### src/rtl/mem_map_pkg.sv
// Shared memory-map definitions for the cpu16 memory arbiter: grant encoding and region selects.
package mem_map_pkg;

  typedef enum logic [2:0] {
    G_NONE,
    G_DBG,
    G_DAT_RD,
    G_DAT_WR,
    G_INS
  } grant_t;

  localparam logic [3:0]  REGION_SRAM       = 4'h0;
  localparam logic [3:0]  REGION_VRAM       = 4'h8;
  localparam logic [3:0]  REGION_CTRL       = 4'hF;
  localparam logic [15:0] UNMAPPED_DATA_DEF = 16'hEEEE;

  function automatic logic is_cpu_grant(input grant_t g);
    return (g == G_DAT_RD) || (g == G_DAT_WR) || (g == G_INS);
  endfunction

endpackage

### src/rtl/cpu_mem_arb_pick.sv
// Combinational grant select: debug first, then data vs fetch ordered by last_grant.
module cpu_mem_arb_pick
  import mem_map_pkg::*;
(
  input  logic   dbg_we,
  input  logic   dat_rd_req,
  input  logic   dat_wr_req,
  input  logic   ins_rd_req,
  input  logic   dat_mask,
  input  logic   ins_mask,
  input  grant_t last_grant,
  output grant_t grant
);

  logic dat_ok;
  logic ins_ok;
  logic dat_first;

  assign dat_ok    = (dat_rd_req | dat_wr_req) & ~dat_mask;
  assign ins_ok    = ins_rd_req & ~ins_mask;
  // Data goes first unless it was the last CPU source served.
  assign dat_first = (last_grant == G_INS);

  always_comb begin
    grant = G_NONE;
    if (dbg_we) begin
      grant = G_DBG;
    end else if (dat_ok && (!ins_ok || dat_first)) begin
      grant = dat_wr_req ? G_DAT_WR : G_DAT_RD;
    end else if (ins_ok) begin
      grant = G_INS;
    end
  end

endmodule

### src/rtl/cpu_mem_arb.sv
// Single-port SRAM arbiter for cpu16 fetch, data and debug-write sources.
// Define CPU_MEM_ARB_RR_EN for round-robin data/fetch arbitration; default is fixed data > fetch.
module cpu_mem_arb
  import mem_map_pkg::*;
#(
  parameter int            AW            = 16,
  parameter int            DW            = 16,
  parameter logic [3:0]    SRAM_SEL      = REGION_SRAM,
  parameter logic [DW-1:0] UNMAPPED_DATA = UNMAPPED_DATA_DEF
) (
  input  logic          clk,
  input  logic          reset_n,
  input  logic [AW-1:0] ins_rd_addr,
  input  logic          ins_rd_req,
  output logic          ins_rd_rdy,
  output logic [DW-1:0] ins_rd_data,
  input  logic [AW-1:0] dat_rw_addr,
  input  logic [DW-1:0] dat_wr_data,
  input  logic          dat_rd_req,
  input  logic          dat_wr_req,
  output logic          dat_rd_rdy,
  output logic          dat_wr_rdy,
  output logic [DW-1:0] dat_rd_data,
  input  logic          dbg_we,
  input  logic [AW-1:0] dbg_waddr,
  input  logic [DW-1:0] dbg_wdata,
  output logic [AW-1:0] mem_addr,
  output logic [DW-1:0] mem_wdata,
  output logic          mem_we,
  output logic          mem_re,
  input  logic [DW-1:0] mem_rdata
);

  grant_t        grant;
  grant_t        last_grant;
  logic          ins_hit;
  logic          dat_hit;
  logic          dbg_hit;
  logic          ins_map_q;
  logic          dat_map_q;
  logic [DW-1:0] ins_hold;
  logic [DW-1:0] dat_hold;

  assign ins_hit = (ins_rd_addr[AW-1 -: 4] == SRAM_SEL);
  assign dat_hit = (dat_rw_addr[AW-1 -: 4] == SRAM_SEL);
  assign dbg_hit = (dbg_waddr[AW-1 -: 4] == SRAM_SEL);

`ifdef CPU_MEM_ARB_RR_EN
  always_ff @(posedge clk or negedge reset_n) begin
    if (!reset_n) begin
      last_grant <= G_INS;
    end else if (is_cpu_grant(grant)) begin
      last_grant <= grant;
    end
  end
`else
  assign last_grant = G_INS;
`endif

  // A source is masked during its own rdy cycle so a still-high req is not served twice.
  cpu_mem_arb_pick u_pick (
    .dbg_we     (dbg_we),
    .dat_rd_req (dat_rd_req),
    .dat_wr_req (dat_wr_req),
    .ins_rd_req (ins_rd_req),
    .dat_mask   (dat_rd_rdy | dat_wr_rdy),
    .ins_mask   (ins_rd_rdy),
    .last_grant (last_grant),
    .grant      (grant)
  );

  always_comb begin
    mem_addr  = ins_rd_addr;
    mem_wdata = dat_wr_data;
    mem_we    = 1'b0;
    mem_re    = 1'b0;
    case (grant)
      G_DBG: begin
        mem_addr  = dbg_waddr;
        mem_wdata = dbg_wdata;
        mem_we    = dbg_hit & reset_n;
      end
      G_DAT_WR: begin
        mem_addr = dat_rw_addr;
        mem_we   = dat_hit & reset_n;
      end
      G_DAT_RD: begin
        mem_addr = dat_rw_addr;
        mem_re   = dat_hit & reset_n;
      end
      G_INS: begin
        mem_re = ins_hit & reset_n;
      end
      default: ;
    endcase
  end

  always_ff @(posedge clk or negedge reset_n) begin
    if (!reset_n) begin
      ins_rd_rdy <= 1'b0;
      dat_rd_rdy <= 1'b0;
      dat_wr_rdy <= 1'b0;
      ins_map_q  <= 1'b0;
      dat_map_q  <= 1'b0;
      ins_hold   <= '0;
      dat_hold   <= '0;
    end else begin
      ins_rd_rdy <= (grant == G_INS);
      dat_rd_rdy <= (grant == G_DAT_RD);
      dat_wr_rdy <= (grant == G_DAT_WR);
      ins_map_q  <= ins_hit;
      dat_map_q  <= dat_hit;
      if (ins_rd_rdy) ins_hold <= ins_rd_data;
      if (dat_rd_rdy) dat_hold <= dat_rd_data;
    end
  end

  // The SRAM output only changes on mem_re, so a debug write in the rdy cycle leaves it intact.
  assign ins_rd_data = ins_rd_rdy ? (ins_map_q ? mem_rdata : UNMAPPED_DATA) : ins_hold;
  assign dat_rd_data = dat_rd_rdy ? (dat_map_q ? mem_rdata : UNMAPPED_DATA) : dat_hold;

endmodule

### config.mk
export PLATFORM = sky130hd
export DESIGN_NAME = cpu_mem_arb
export DESIGN_NICKNAME = d
export VERILOG_FILES = /design/src/rtl/mem_map_pkg.sv /design/src/rtl/cpu_mem_arb_pick.sv /design/src/rtl/cpu_mem_arb.sv
export SDC_FILE = /design/constraint.sdc
export NUM_CORES = 1
export LEC_CHECK = 0
export CAP_MARGIN = 20
export CORE_UTILIZATION = 32
export DETAILED_ROUTE_END_ITERATION = 12
export HOLD_SLACK_MARGIN = 0.15
export PLACE_DENSITY = 0.86
export SLEW_MARGIN = 20
export SYNTH_ARGS = -nofsm -noshare
export SYNTH_HDL_FRONTEND = slang
export SYNTH_SLANG_ARGS = --single-unit
### constraint.sdc
create_clock -name clk -period 1.4 [get_ports clk]
set_clock_uncertainty 0.2 [all_clocks]
set_input_delay 0.14 -clock clk [delete_from_list [all_inputs] [get_ports clk]]
set_output_delay 0.14 -clock clk [all_outputs]
set_load 0.02 [all_outputs]
== Word-level counts from Yosys, hierarchy flattened ==
Cells that the tools add are included.

* Bits in registers: 37
* Latch bits: 0
* RAM bits: 0
* ROM bits: 0
* Input port bits: 102
* Output and inout port bits: 69
* Logic and storage cells: 36
* Memories: 0

* Add/subtract/negate cells: 0
* Multiply operators: 0
* Div/mod/pow operators: 0
* Magnitude comparators: 0
* Eq/ne operators: 4
* Shift operators: 0
* Multiplexer cells: 12
* Bitwise operators: 9
* Reductions and logical operators: 4

{| class="wikitable"
|+ Operator list
! cell !! count
|-
| $mux 16 || 5
|-
| $pmux 16 s2 || 1
|-
| $logic_not 4->1 || 3
|-
| $mux 3 || 3
|-
| $eq 3x2->1 const B || 2
|-
| $and 1x1->1 || 5
|-
| $pmux 1 s2 || 2
|-
| $eq 3x1->1 const B || 1
|-
| $eq 3x3->1 const B || 1
|-
| $not 1->1 || 2
|-
| $or 1x1->1 || 2
|-
| $reduce_or 2->1 || 1
|-
| $mux 1 || 1
|}

== Depth between registers and ports, before layout ==
Gate-level depths: netlist (run 1).

* Depth in word-level cells: 8
* Depth in mapped cells: 6
* Gate-level depth less buffers: 3

== Modules after synthesis ==
A second synthesis (run 1) with hierarchy kept.

* Cells, all modules: 273
* Area, all modules: 2451.1 µm²

{| class="wikitable"
|+ By module, submodules not included
! module !! times used !! cells an instance !! area an instance (µm²) !! sequential area each (µm²)
|-
| cpu_mem_arb || 1 || 265 || 2383.5 || 925.9
|-
| cpu_mem_arb_pick || 1 || 8 || 67.6 || 0.0
|}

== Worst setup path before layout (run 1) ==
No wires, ideal clock.

* Path kind: register to output
* From: register dat_rd_rdy
* To: output port mem_addr[10]
* Arrival: 1.709 ns
* Required time: 1.060 ns
* Slack: -0.649 ns
* Cell stages (with the launch flop): 5
* Path buffers: 1
* Cell sequence: dfrtp_1 > nor2_2 > and2_4 > buf_6 > o311ai_0

* Longest elaborated chain between the ends: 8
* Elaborated cells between the ends (all ways): 10
* Those cells by class: eq/ne (3); mux (3); bitwise (3); reduce/logical (1)

{| class="wikitable"
|+ RTL lines
! what !! line !! RTL
|-
| from (decl) || cpu_mem_arb.sv:21 || <nowiki>output logic dat_rd_rdy,</nowiki>
|-
| from (signal assigned) || cpu_mem_arb.sv:109 || <nowiki>dat_rd_rdy <= (grant == G_DAT_RD);</nowiki>
|-
| $or 1x1->1 * || cpu_mem_arb.sv:66 || <nowiki>.dat_mask (dat_rd_rdy | dat_wr_rdy),</nowiki>
|-
| $not 1->1 * || cpu_mem_arb_pick.sv:19 || <nowiki>assign dat_ok = (dat_rd_req | dat_wr_req) & ~dat_mask;</nowiki>
|-
| $and 1x1->1 * || cpu_mem_arb_pick.sv:19 ||
|-
| $mux 3 * || cpu_mem_arb_pick.sv:28 || <nowiki>end else if (dat_ok && (!ins_ok || dat_first)) begin</nowiki>
|-
| $mux 3 * || cpu_mem_arb_pick.sv:26 || <nowiki>if (dbg_we) begin</nowiki>
|-
| $eq 3x2->1 || cpu_mem_arb.sv:77 || <nowiki>case (grant)</nowiki>
|-
| $reduce_or 2->1 (no source line) || -- ||
|-
| $pmux 16 s2 * || cpu_mem_arb.sv:77 ||
|-
| to (decl) || cpu_mem_arb.sv:27 || <nowiki>output logic [AW-1:0] mem_addr,</nowiki>
|}

Every way passes the cells marked *; elsewhere a longest branch is shown, timed or not.

== Final worst setup path (run 1) ==
* From: register dat_rd_rdy
* To: output port mem_addr[2]

The elaborated chain is that of the path after synthesis.

==> results.cfg, run 1 <==
[cells_and_area]
fill_cells = 411
layout-drive-gt1-share_pct = 51.0
diodes = 0
postLayoutCoreUtil_pct = 78.0
finalNetCount = 601
layout_common_cells = clkdlybuf4s50_1, buf_4, inv_1, buf_6, dfrtp_1
synthToLayoutAreaGrowth_pct = 134
final_common_cell = clkdlybuf4s50_1

[worst_setup_path]
path_cells = nor2_4 -> buf_12 -> buf_12 -> nand4b_1 -> o311ai_4 -> buf_6
cp_max_fo = 7
arrival_ps = 1630
cp.required_ps = 1060
crit_path_max_incr_delay_ps = 430
cp-end-kind = primary output
slowest_stage = dfrtp_2
start_kind = flop
cpMostUsedCell = buf_12
critical_path_class = flop to primary output

[route]
drtIter0Drc = 146
viasPerCell = 5.38
wire_per_inst_um = 20.9
vias = 3224
drcViolationCount = 0
ant_nets = 0
drt_wl_total_um = 12500
first_pass_iters = 4

[global_route]
overflow = 0
antenna_found_initial = 0
globalRouteMet1Util_pct = 31.2
grt-busiest-layer = met2
use_met3_pct = 4.99
grtUsageTotal_pct = 30.5
grt_pass1_wl_um = 17800
grt_pass1_vias = 3464
grt_start_max_net_pins = 34
use_met2_pct = 60.0

[die]
die_y_um = 89.4
initial_core_util_pct = 33.4
die_w_um = 89.4
fp.coreArea_um2 = 7330
dieArea_um2 = 7990
io-pin-count = 171
rows = 31

[clocking]
cts.sink_count = 37
holdBufCountCts = 2
clk_latency_ps = 290
cts_buffers = 5
clockBufferDepth = 2
htree_levels = 2
cts_tree = built
path_clk_slew_ps = 70
cts_root_buf = clkbuf_8

[timing]
holdWs_ps = 133
max_freq_ghz = 0.509
worst_slew_pin_slew_ps = 431
period_minus_slack_ps = 1970
maxSlewViolCount = 0
fin_ws_ps = -565
post-route-period-util_pct = 140
rsz0062_at_grt = true
relSlewSlack_pct = 71.3
setup_viol = 66
hold_viol_final = 0

[pwr]
power_uw = 3690
powerDensity_nw_per_um2 = 645
ir_drop_uv = 372
leakagePower_uw = 0.00233

[run]
cap_violations = 0

[synthesis]
yosys-top-cells-area = dfrtp_1, o22a_1, mux2_2
ys.flop_type = dfrtp_1
yosys_warnings = 0
async_flop_share_pct = 100
syn_inst = 266
ys_types = 24
post-synth-top-area-cell = dfrtp_1
syn_area_per_cell_um2 = 9.19
synth_edf_count = 0
seq_area_frac_synth_pct = 37.9
synth_seq_cells = 37
yosysTopAreaCellShare_pct = 37.9
syn_nets = 368
syn_area_um2 = 2440

[hold_path]
worstHoldPathType = primary input to flop

[place]
io_buffer_count = 170
pre_cts_slack_ps = -1120
hpwl_um = 7200
place_congestion = 0.834

[status]
status = complete, but fails checks
violations = negative setup slack
## per-stage QoR
stage	TNS (ps)	instance area [um2]	cells
after floorplan	-3520	2850	266
after global placement	-38670	4890	551
after detailed placement	-40850	4890	551
after CTS	-21110	5660	593
after global routing	-23830	5720	599
final	-21080	5720	599
## flip-flops by register name, summed over array words and instances (netlist names)
name / count
dat_rd_rdy: 1
dat_wr_rdy: 1
ins_hold: 16
ins_rd_rdy: 1
ins_map_q: 1
dat_hold: 16
dat_map_q: 1
## worst max-delay path, delay by kind of cell, from the launching register on
kind / cells / cell delay, ps
compound gates: 1 / 140
simple gates: 2 / 350
buf+inv: 3 / 410
flops: 1 / 430
## cell families (layout without fill, tap and decap cells)
family          count (synthesis)  count (layout)  share of synthesized area [%]
mux                            16              16                           7.37
flops                          37              37                           37.9
compound gates                 82              82                           27.5
buf+inv                        64             298                           11.3
simple gates                   67              67                           16.0
## where the power goes
group	switching [uW]	leakage, uW	internal [uW]	total [uW]
registers	33.4	0.000387	1120	1150
logic	774	0.00189	925	1700
clock network	399	0.0000542	445	844
## Yosys cell counts (all sizes together), types with 3 or more instances
cell type,instances
nor4,3
o21ai,17
inv,37
nand2,19
clkbuf,18
a31oi,24
nand4b,17
dfrtp,37
nor2,14
nand3,10
o311ai,16
o22a,24
mux2,16
buf,9
## layer usage
layer,part of all wire (%),routed length (um),vias to the layer above
met5,0,0,-
met4,3.6,450,0
met3,4.1,510,30
met2,57,7120,144
met1,35,4430,1599
li1,-,-,1451
## area by class of cell
class	instances	area, um2	area share (%)
timing repair buffer	253	2610	45.7
multi-input combinational	165	1810	31.7
sequential	37	931	16.3
inverter	37	139	2.43
tap	99	124	2.17
clock buffer	7	96.3	1.68
clock inverter	1	5.00	0.0875
## worst paths after layout
check	start	endpoint	slack (ps)	cells past startpoint
min in group asynchronous	reset_n	dat_hold[2]	290	3
worst min-delay path	dbg_we	ins_rd_rdy	130	4
worst max-delay path	dat_rd_rdy	mem_addr[2]	-570	6
worst min register to register	dat_hold[11]	dat_hold[11]	310	1
worst max register to register	dat_rd_rdy	dat_hold[5]	-170	5
max in group asynchronous	reset_n	dat_rd_rdy	60	4
## timing repair
action / CTS / global route
hold endpoints to repair: 38 / 1
gates cloned: 9 / 2
setup buffers: 23 / 12
pin swaps: 28 / 18
endpoints found under the setup margin: 75 / 79
resized for setup: 406 / 22
(Power assumes the default switching activity.)
==> run 2, diff against run 1 <==
--- a/config.mk
+++ b/config.mk
@@ -10,6 +10,7 @@
 export DETAILED_ROUTE_END_ITERATION = 12
 export HOLD_SLACK_MARGIN = 0.15
 export PLACE_DENSITY = 0.86
+export REMOVE_ABC_BUFFERS = 1
 export SLEW_MARGIN = 20
 export SYNTH_ARGS = -nofsm -noshare
 export SYNTH_HDL_FRONTEND = slang
==> results.cfg, run 2 (same netlist as run 1, synthesis figures left out) <==
[status]
status = complete, but fails checks
violations = negative setup slack

[timing]
setup_tns_ps = -21000
worst_slew_pin_slew_ps = 476
max_freq_ghz = 0.535
post-route-period-util_pct = 134
period_minus_slack_ps = 1870
relSlewSlack_pct = 68.3
holdWs_ps = 8.08
rsz0062_at_grt = true
maxSlewViolCount = 0
fin_ws_ps = -469
hold_viol_final = 0
setup_viol = 64

[global_route]
grtUsageTotal_pct = 24.4
grt_pass1_vias = 2895
antenna_found_initial = 0
grt_start_max_net_pins = 38
grt_pass1_wl_um = 14500
overflow = 0

[worst_setup_path]
r2r_end = dat_hold[15]
reg2reg_slack_ps = -270
worstReg2RegStart = dat_rd_rdy
start_kind = flop
critical_path_class = flop to primary output
reg2reg_depth = 7
cp.required_ps = 1060
cp-end-kind = primary output
cp_max_fo = 9
arrival_ps = 1530

[place]
io_buffer_count = 170
dp_cells = 551
hpwl_um = 6760
place_congestion = 0.763
placedInstanceArea_um2 = 4490

[cells_and_area]
fill_cells = 469
finalNetCount = 591
stdcell_count = 589
layout-drive-gt1-share_pct = 45.9
final_common_cell = clkdlybuf4s50_1
synthToLayoutAreaGrowth_pct = 120
largestRegisters = dat_hold (16), ins_hold (16)
postLayoutCoreUtil_pct = 73.5
layout_common_cells = clkdlybuf4s50_1, buf_4, buf_6, inv_1, dfrtp_1
fin_area_um2 = 5390
diodes = 0

[die]
dieArea_um2 = 7990
io-pin-count = 171
rows = 31
die_y_um = 89.4
fp.coreArea_um2 = 7330
die_w_um = 89.4
initial_core_util_pct = 33.4

[route]
vias = 3089
drt_wl_total_um = 11300
ant_nets = 0
drtIter0Drc = 112
drcViolationCount = 0
wire_per_inst_um = 19.1
first_pass_iters = 4
viasPerCell = 5.24

[pwr]
leakagePower_uw = 0.00222
ir_drop_uv = 450
powerDensity_nw_per_um2 = 669

[clocking]
cts_buffers = 5
htree_levels = 2
clockBufferDepth = 2
clk_latency_ps = 300
path_clk_slew_ps = 70
cts_root_buf = clkbuf_8
holdBufCountCts = 2
cts.sink_count = 37
cts_tree = built

[hold_path]
holdPathStages = 3
worstHoldPathType = primary input to flop
hold_end = dat_wr_rdy
hp-start = dbg_we

[run]
cap_violations = 0
## run 2: repair_timing
item                                    4_1_cts  5_1_grt
cloned                                        6        5
setup buffers                                 8       11
pin swaps                                    14       31
resized for setup                           408       92
endpoints found under the setup margin       71       66
hold endpoints to repair                     40        2
## run 2: final cells by class
| type | instances | area, um2 | area share, % |
|---|---|---|---|
| Timing Repair Buffer | 242 | 2440 | 45.4 |
| Multi-Input combinational cell | 166 | 1630 | 30.3 |
| Sequential cell | 37 | 930 | 17.3 |
| Inverter | 37 | 139 | 2.58 |
| Tap cell | 99 | 124 | 2.30 |
| Clock buffer | 6 | 82.6 | 1.53 |
| Clock inverter | 2 | 37.5 | 0.697 |
## run 2: metal layers
layer / global-route usage (%) / up-vias / share of wire (%)
li1: - / 1438 / -
met1: 26.0 / 1483 / 35
met2: 48.9 / 148 / 58
met3: 4.25 / 20 / 5.5
met4: 6.78 / 0 / 1.6
met5: 0 / - / 0
## run 2: worst max-delay path by stage
stage	from	end	slack [ps]	cells past startpoint
final	dat_rd_rdy	dat_rd_data[15]	-470	6
after global routing	dat_rd_rdy	mem_addr[9]	-520	5
after CTS	dat_wr_rdy	mem_addr[12]	-410	5
after detailed placement	ins_rd_addr[14]	mem_re	-1110	6
after global placement	ins_rd_addr[14]	mem_re	-1130	6
after floorplan	dat_rd_rdy	mem_addr[10]	-1350	3
## run 2: metrics by stage
step | total power [uW] | worst slack, ps
after global routing | 3730 | -517
after floorplan | 1610 | -1350
after detailed placement | 2390 | -1110
final | 3600 | -469
after CTS | 3450 | -406
after global placement | 2360 | -1130
## run 2: critical path: stages, from the launching register on
cell and delay (ps):
dfrtp_2 430, buf_4 140, buf_6 130, nand2_4 100, buf_12 130, o22a_1 160, buf_6 130
## run 2: power breakdown
| group | switching [uW] | internal [uW] |
|---|---|---|
| registers | 30.6 | 1110 |
| clock network | 412 | 580 |
| logic | 683 | 783 |
| total | 1130 | 2480 |
==> run 3, diff against run 2 <==
--- a/config.mk
+++ b/config.mk
@@ -5,7 +5,7 @@
 export SDC_FILE = /design/constraint.sdc
 export NUM_CORES = 1
 export LEC_CHECK = 0
-export CAP_MARGIN = 20
+export CORE_MARGIN = 2
 export CORE_UTILIZATION = 32
 export DETAILED_ROUTE_END_ITERATION = 12
 export HOLD_SLACK_MARGIN = 0.15
==> results.cfg, run 3 (same netlist as run 1, synthesis figures left out) <==
[timing]
rsz0062_at_grt = true
relSlewSlack_pct = 67.3
period_minus_slack_ps = 1890
max_freq_ghz = 0.529
holdWs_ps = 94.7
fin_ws_ps = -492
post-route-period-util_pct = 135
setup_viol = 75
maxSlewViolCount = 0
hold_viol_final = 0
worst_slew_pin_slew_ps = 490

[pwr]
powerDensity_nw_per_um2 = 639
leakagePower_uw = 0.00239
ir_drop_uv = 424

[clocking]
clockBufferDepth = 2
cts_buffers = 5
cts_root_buf = clkbuf_8
path_clk_slew_ps = 70
cts_tree = built
clk_latency_ps = 290
holdBufCountCts = 1
htree_levels = 2
cts.sink_count = 37

[route]
ant_nets = 0
first_pass_iters = 4
drt_wl_total_um = 12600
viasPerCell = 5.41
vias = 3342
drtIter0Drc = 153
wire_per_inst_um = 20.4
drcViolationCount = 0

[cells_and_area]
final_common_cell = clkdlybuf4s50_1
synthToLayoutAreaGrowth_pct = 135
finalNetCount = 620
layout-drive-gt1-share_pct = 49.3
largestRegisters = dat_hold (16), ins_hold (16)
stdcell_count = 618
postLayoutCoreUtil_pct = 78.5
layout_common_cells = clkdlybuf4s50_1, buf_4, buf_6, inv_1, dfrtp_1
diodes = 0

[status]
violations = negative setup slack
status = complete, but fails checks

[die]
initial_core_util_pct = 33.4
fp.coreArea_um2 = 7330
dieArea_um2 = 8350
die_w_um = 91.4
rows = 31
die_y_um = 91.4
io-pin-count = 171

[global_route]
overflow = 0
grt_pass1_vias = 3325
antenna_found_initial = 0
grtUsageTotal_pct = 25.0
grt_start_max_net_pins = 38
grt_pass1_wl_um = 16600

[worst_setup_path]
cp-end-kind = primary output
critical_path_class = flop to primary output
reg2reg_slack_ps = -270
cp_max_fo = 7
cp.required_ps = 1060
r2r_end = dat_hold[10]
crit_start = dat_rd_rdy
reg2reg_depth = 6
arrival_ps = 1550
start_kind = flop
crit_end = mem_addr[6]
worstReg2RegStart = dat_rd_rdy

[place]
io_buffer_count = 170
dp_cells = 560
place_congestion = 0.907
hpwl_um = 7350
pre_cts_slack_ps = -1120

[run]
cap_violations = 0

[hold_path]
worstHoldPathType = primary input to flop
run 3: where the power goes:
group / internal (uW) / switching, uW
clock network: 535 / 403
registers: 1110 / 36.6
logic: 862 / 726
run 3: layout make-up:
type                    count  area, um2
clock buffers               6       72.6
fillers                   394       1580
well taps                  99        124
repair buffers            271       2780
flip-flops and latches     37        931
multi-input cells         166       1670
inverters                  37        139
clock inverters             2       38.8
run 3: metrics by stage:
| stage | area (um2) | total power [uW] | setup TNS [ps] |
|---|---|---|---|
| floorplan | 2310 | 1610 | -56510 |
| global placement | 4570 | 2390 | -37340 |
| detailed placement | 4570 | 2420 | -38540 |
| CTS | 5170 | 3480 | -21580 |
| global route | 5750 | 3810 | -28780 |
| finish | 5750 | 3680 | -26230 |
run 3: worst min path at each step:
| stage | startpoint | to | slack [ps] | cells after the start |
|---|---|---|---|---|
| floorplan | reset_n | dat_hold[0] | -360 | 0 |
| global placement | reset_n | dat_rd_rdy | 60 | 2 |
| detailed placement | reset_n | dat_wr_rdy | 70 | 2 |
| CTS | dbg_we | dat_rd_rdy | 90 | 4 |
| global route | dbg_we | dat_rd_rdy | 100 | 4 |
| finish | dbg_we | dat_rd_rdy | 90 | 4 |
run 3: what timing repair did:
action | CTS | global route
cloned | 9 | 5
pin swaps | 27 | 37
hold endpoints to repair | 38 | 1
buffers inserted | 22 | 22
resized for setup | 440 | 91
setup endpoints to repair | 75 | 73
run 3: per-layer routing:
layer	track usage, %	part of all wire, %	vias to the layer above
met5	0	0	-
met4	7.70	3.5	0
met3	4.90	6.1	28
met2	49.3	56	168
met1	26.2	34	1653
li1	-	-	1493
run 3: worst max-delay path: stages (launching register included):
cell      delay [ps]
dfrtp_2          440
nor2_4           240
buf_6            170
nand4b_1         130
o311ai_2         100
buf_4            190
